===== config.mk =====
export PLATFORM = sky130hd
export DESIGN_NAME = alu_op_sequencer
export DESIGN_NICKNAME = d
export VERILOG_FILES = /design/src/rtl/alu_op_sequencer.sv
export SDC_FILE = /design/constraint.sdc
export NUM_CORES = 1
export LEC_CHECK = 0
export ABC_AREA = 1
export BUFFER_PORTS_ARGS = -buffer_cell sky130_fd_sc_hd__buf_4
export CAP_MARGIN = 25
export CELL_PAD_IN_SITES_DETAIL_PLACEMENT = 1
export CELL_PAD_IN_SITES_GLOBAL_PLACEMENT = 1
export CORE_UTILIZATION = 33
export DETAILED_ROUTE_END_ITERATION = 7
export PLACE_DENSITY_LB_ADDON = 0.2
export RECOVER_POWER = 25
export SYNTH_ARGS = -nofsm -noshare
export SYNTH_HDL_FRONTEND = slang
export SYNTH_SLANG_ARGS = --single-unit

===== constraint.sdc =====
create_clock -name clk -period 1.5 [get_ports clk]
set_input_delay 0.225 -clock clk [delete_from_list [all_inputs] [get_ports clk]]
set_output_delay 0.225 -clock clk [all_outputs]
set_load 0.01 [all_outputs]

===== src/rtl/alu_op_sequencer.sv =====
// alu_op_sequencer: LOAD/EXEC/WB control FSM for the 16-bit ALU datapath
module alu_op_sequencer #(
  parameter int unsigned ADD_CYCLES = 1,
  parameter int unsigned MUL_CYCLES = 2,
  parameter int unsigned DIV_CYCLES = 2
) (
  input  logic       clk,
  input  logic       rst_n,
  input  logic       cmd_valid,
  input  logic [2:0] cmd_op,
  input  logic       cmd_src_b,
  output logic       cmd_ready,
  output logic [1:0] a_s,
  output logic [3:0] b_s,
  output logic [5:0] res_sel,
  output logic       acc_we,
  output logic       acc_clr,
  output logic       busy,
  output logic       done
);
  typedef enum logic [1:0] {IDLE, LOAD, EXEC, WB} state_t;
  localparam logic [2:0] OP_NOP = 3'd0;
  localparam logic [2:0] OP_ADD = 3'd1;
  localparam logic [2:0] OP_MUL = 3'd5;
  localparam logic [2:0] OP_DIV = 3'd6;
  localparam logic [2:0] OP_CLR = 3'd7;
  if (ADD_CYCLES < 1 || ADD_CYCLES > 15 || MUL_CYCLES < 1 || MUL_CYCLES > 15 ||
      DIV_CYCLES < 1 || DIV_CYCLES > 15) begin : g_bad_cycles
    $error("alu_op_sequencer: *_CYCLES must be in 1..15");
  end
  state_t     state, state_d;
  logic [2:0] op_q, op_d;
  logic       src_q, src_d;
  logic [3:0] cnt_q, cnt_d;
  logic       alu_op;
  logic [3:0] lat_m1;
  // state, latched command and EXEC countdown
  always_ff @(posedge clk or negedge rst_n) begin
    if (!rst_n) begin
      state <= IDLE;
      op_q  <= OP_NOP;
      src_q <= 1'b0;
      cnt_q <= 4'd0;
    end else begin
      state <= state_d;
      op_q  <= op_d;
      src_q <= src_d;
      cnt_q <= cnt_d;
    end
  end
  // next-state: accept in IDLE, load latency-1 in LOAD, count down in EXEC
  always_comb begin
    state_d = state;
    op_d    = op_q;
    src_d   = src_q;
    cnt_d   = cnt_q;
    alu_op  = op_q != OP_NOP && op_q != OP_CLR;
    lat_m1  = op_q == OP_ADD ? 4'(ADD_CYCLES - 1) :
              op_q == OP_MUL ? 4'(MUL_CYCLES - 1) :
              op_q == OP_DIV ? 4'(DIV_CYCLES - 1) : 4'd0;
    case (state)
      IDLE: if (cmd_valid) begin
        state_d = LOAD;
        op_d    = cmd_op;
        src_d   = cmd_src_b;
      end
      LOAD: begin
        state_d = EXEC;
        cnt_d   = lat_m1;
      end
      EXEC: if (cnt_q == 4'd0) state_d = WB; else cnt_d = cnt_q - 4'd1;
      WB:   state_d = IDLE;
      default: state_d = IDLE;
    endcase
  end
  // outputs decoded purely from registered state and latched op
  always_comb begin
    cmd_ready = state == IDLE;
    busy      = state != IDLE;
    done      = state == WB;
    a_s       = (state == LOAD && alu_op) ? 2'b10 : 2'b01;
    b_s       = state != LOAD ? 4'b0001 :
                op_q == OP_CLR ? 4'b1000 :
                op_q == OP_NOP ? 4'b0001 :
                src_q ? 4'b0010 : 4'b0100;
    res_sel   = ((state == EXEC || state == WB) && alu_op) ? 6'b000001 << (op_q - 3'd1) : 6'b0;
    acc_we    = state == WB && alu_op;
    acc_clr   = state == WB && op_q == OP_CLR;
  end
endmodule

# Word level (Yosys, flattened, before mapping)
# Index checks and enable logic that the tools add are counted.
[totals]
ff_bits = 10
out_inout_bits = 17
in_bits = 7
word_cells = 48
[classes]
reduce_logical = 15
n_eq_ne = 12
mux = 14
shifts = 1
add_sub_neg = 2
[ops]
columns = ["operator", "n"]
rows = [
  ["$mux 4", 3],
  ["$eq 3x3->1 const B", 3],
  ["$pmux 2 s4", 1],
  ["$pmux 4 s2", 1],
  ["$mux 2", 3],
  ["$mux 3", 2],
  ["$mux 6", 1],
  ["$ne 2x2->1 const B", 3],
  ["$reduce_and 2->1", 3],
  ["$shl 1x3->6 const A", 1],
  ["$logic_and 1x1->1", 5],
  ["$eq 2x2->1 const B", 2],
  ["$logic_not 4->1", 1],
  ["$reduce_bool 2->1", 2],
  ["$sub 4x1->4 const B", 1],
  ["$eq 3x1->1 const B", 1],
  ["$logic_not 3->1", 1],
  ["$mux 1", 3],
  ["$ne 3x3->1 const B", 1],
  ["$reduce_bool 3->1", 1],
  ["$sub 3x1->3 const B", 1],
  ["$eq 2x1->1 const B", 1],
  ["$logic_not 2->1", 1],
  ["$ne 2x1->1 const B", 1],
  ["$logic_or 1x1->1", 1],
]

# Logic depth before layout (Yosys ltp)
[logic_depth]
depth_word = 5
mapped_depth = 7
depth_no_buf = 7

# Worst setup path after synthesis
# No wires, ideal clock.
[synth_timing]
path_kind = "reg2out"
start = "register state[0]"
end = "output res_sel[2]"
required_time_ns = 1.275
path_buffers = 0
slack_ns = 0.112
t_arrival_ns = 1.163
path_stages_with_launch = 5
cell_sequence = "dfrtp_1 -> inv_1 -> ha_1 -> o21ai_1 -> nor3_1"
[synth_via]
elab_chain_len = 4
word_cells_on_any_way = 5
cone_classes = "2 x eq/ne; 1 x mux; 2 x reduce/logical"
[synth_rtl]
columns = ["element", "line", "rtl"]
rows = [
  ["start, declared", "31", "state_t state, state_d;"],
  ["start signal, assigned", "45", "state <= state_d;"],
  ["$eq 2x2->1", "86", "res_sel = ((state == EXEC || state == WB) && alu_op) ? 6'b000001 << (op_q - 3'd1) : 6'b0;"],
  ["$logic_or 1x1->1 (*)", "86", ""],
  ["$logic_and 1x1->1 (*)", "86", ""],
  ["$mux 6 (*)", "86", ""],
  ["end, declared", "15", "output logic [5:0] res_sel,"],
]
# Every way passes the cells marked *; elsewhere a longest branch is shown, timed or not.

# Final worst setup path
[layout_timing]
start = "register state[0]"
end = "output res_sel[3]"
# The elaborated chain is that of the path after synthesis.

==> load_flow_metrics.sql <==
INSERT INTO impl_metrics (metric_group, metric, value, unit) VALUES
('synthesis', 'netlist.area_leader.share', '0.366', ''),
('sta', 'hold_slack', '0.205', 'ns'),
('global_route', 'antenna_found_initial', '0', ''),
('setup_path', 'critPathLaunch', 'state[0]$_DFFE_PN0P_', ''),
('hold_path', 'hold_class', 'in2reg', ''),
('sta', 'period_minus_slack', '1.60', 'ns'),
('setup_path', 'required_arrival_time_at_the_worst_endpoint', '1.27', 'ns'),
('clock_network', 'path_clk_slew', '0.08', 'ns'),
('die', 'initial_core_util', '0.349', ''),
('global_route', 'grt_first_pass_wirelength', '2720', 'um'),
('synthesis', 'netlist_cell_types', '18', ''),
('power', 'worst_ir_drop_on_vdd', '0.00110', 'V'),
('synthesis', 'synth_sequential_area_ratio', '0.366', ''),
('place', 'place.gp.congestion', '0.755', ''),
('clock_network', 'tritoncts', 'built', ''),
('cells_and_area', 'finish.net_count', '143', ''),
('cells_and_area', 'antenna-diode-count', '0', ''),
('setup_path', 'critPathLaunchType', 'register', ''),
('synthesis', 'syn_area_cell', '7.52', 'um^2'),
('clock_network', 'clock_sink_count', '10', ''),
('status', 'violations', 'negative setup slack', ''),
('sta', 'transition_time_at_the_pin_with_the_least_slew_margin', '0.623', 'ns'),
('die', 'design.die.area', '2260', 'um^2'),
('power', 'power_density', '2380', 'nW/um^2'),
('sta', 'setup_viol', '9', ''),
('clock_network', 'max_h_tree_level', '1', ''),
('sta', 'timing.final.ws_setup', '-0.104', 'ns'),
('setup_path', 'timing.rr.start', 'state[1]$_DFFE_PN0P_', ''),
('power', 'leakage', '0.550', 'nW'),
('power', 'p_comb_frac', '0.686', ''),
('place', 'dpl-instance-area', '898', 'um^2'),
('sta', 'final-max-slew-violation-count', '0', ''),
('clock_network', 'cts_root_buf', 'clkbuf_4', ''),
('status', 'run_status', 'complete, but fails checks', ''),
('sta', 'max_freq', '624', 'MHz'),
('synthesis', 'yosys-top-cells-area', 'dfrtp_1 37%, ha_1 11%, nor2_1 8.2%', ''),
('synthesis', 'edff_count_synth', '0', ''),
('route', 'num_vias', '729', ''),
('die', 'die-width', '47.5', 'um'),
('route', 'avgViaCountPerCell', '4.67', ''),
('sta', 'finalCritPeriodShare', '1.07', ''),
('die', 'die_h', '47.5', 'um'),
('synthesis', 'ys_ff_latch', '10', ''),
('route', 'detailedRoute.firstPassIterationCount', '4', ''),
('global_route', 'grt_remaining_overflow', '0', ''),
('setup_path', 'reg2reg_depth', '7', ''),
('power', 'power.internal', '0.00140', 'W'),
('cells_and_area', 'post_layout_instance_area', '1130', 'um^2'),
('synthesis', 'synth.yosys.warnings', '0', ''),
('clock_network', 'number_of_buffers_inserted_during_clock_tree_synthesis', '3', ''),
('clock_network', 'insertion_delay', '0.27', 'ns'),
('synthesis', 'postSynth.topFlopCell', 'dfrtp_1', ''),
('route', 'drt_iter0_drc', '4', ''),
('sta', 'max_slew_margin', '0.585', ''),
('hold_path', 'worst_hold_path.endpoint', 'src_q$_DFFE_PN0P_', ''),
('sta', 'final_hold_viol_count', '0', ''),
('power', 'swShare', '0.482', ''),
('setup_path', 'cp_data_arrival_time', '1.38', 'ns'),
('synthesis', 'syn-num-nets', '104', ''),
('synthesis', 'syn_area', '684', 'um^2'),
('route', 'antenna_violating_nets_post_route', '0', ''),
('synthesis', 'cell_with_the_most_instances_after_synthesis', 'nor2_1', ''),
('sta', 'worst_clk_skew', '0.00583', 'ns'),
('setup_path', 'crit_path_cell_trace', 'inv_4 > ha_4 > o21ai_4 > nor3_2 > buf_4', ''),
('cells_and_area', 'synthToLayoutAreaGrowth', '65.4', '%'),
('global_route', 'gr-usage-all-layers', '0.179', ''),
('power', 'p_sw', '0.00130', 'W'),
('route', 'finalWirelength', '2350', 'um'),
('setup_path', 'worstSetupEndpointType', 'output pin', ''),
('route', 'post_drt_wl_per_cell', '15.1', 'um'),
('setup_path', 'worstReg2RegEnd', 'state[1]$_DFFE_PN0P_', '');
==> metrics by stage <==
stage                     std cells  total power [W]  setup TNS, ns
after floorplan                  91          0.00139              0
after global placement          142          0.00183              0
after detailed placement        142          0.00187              0
after CTS                       151          0.00234         -0.286
after global routing            156          0.00289          -1.24
final                           156          0.00270         -0.605
==> cell families after synthesis <==
family | share of synthesized area
AND/OR/NAND/NOR | 0.356
buffers and inverters | 0.0768
AO/OA/AOI/OAI | 0.0786
flip-flops | 0.366
adder cells (fa/ha/maj) | 0.110
XOR/XNOR | 0.0128
==> power by group through the flow <==
stage | logic, W | clock network [W] | registers, W
CTS | 0.00153 | 0.000256 | 0.000557
global placement | 0.00130 | 0 | 0.000527
detailed placement | 0.00133 | 0 | 0.000538
global route | 0.00200 | 0.000279 | 0.000611
floorplan | 0.000890 | 0 | 0.000500
finish | 0.00185 | 0.000255 | 0.000592
==> per-layer routing <==
metal  wire length, um  global-route usage  share of wire
met5                 0                   0              0
met4                 0              0.0333              0
met3                60              0.0679          0.026
met2              1340               0.304           0.57
met1               954               0.219           0.41
==> what timing repair did <==
action                     in CTS  in global routing
hold endpoints to repair       10                  0
pin swaps                       3                  7
hold buffers                    1                  0
setup endpoints to repair      13                 16
setup buffers                   4                  5
gates resized for setup        15                 21
==> sequential cells by signal, summed over array words and instances, names as in the netlist <==
name / cells
cnt_q: 4
state: 2
src_q: 1
op_q: 3
==> cell usage in the layout, fill, tap and decap left out, types with 2 or more instances in the layout <==
cell	instances
buf_4	30
nand2_1	14
nor2_1	11
nand3_1	10
inv_1	6
inv_2	5
nor2_2	5
dfrtp_1	5
dfrtp_2	5
a21oi_1	4
inv_4	3
ha_4	3
clkbuf_4	3
nand3_4	2
o21ai_4	2
nor3_2	2
nand2_2	2
nand2_4	2
o21ai_1	2
ha_1	2
buf_6	2
==> worst max-delay path by stage <==
stage          depth (start not counted)          to
3_3_place_gp                           5  res_sel[2]
3_5_place_dp                           5  res_sel[3]
4_1_cts                                5      b_s[2]
6_report                               5  res_sel[3]
2_1_floorplan                          4  res_sel[2]
5_1_grt                                5  res_sel[3]
==> critical path: cells and delay by family (launching register included) <==
| kind | cells | cell delay, ns |
|---|---|---|
| compound gates | 1 | 0.08 |
| fa+ha+maj | 1 | 0.18 |
| buf+inv | 2 | 0.25 |
| flops | 1 | 0.46 |
| simple gates | 1 | 0.14 |
==> layout make-up <==
type                       instances  area (um^2)
clock buffer                       4         36.3
multi-input combinational         67          484
inverter                          14         60.1
tap                               27         33.8
timing repair buffer              34          262
sequential                        10          256
fill                             256          830
No activity file was read; power rests on OpenSTA's default activity.
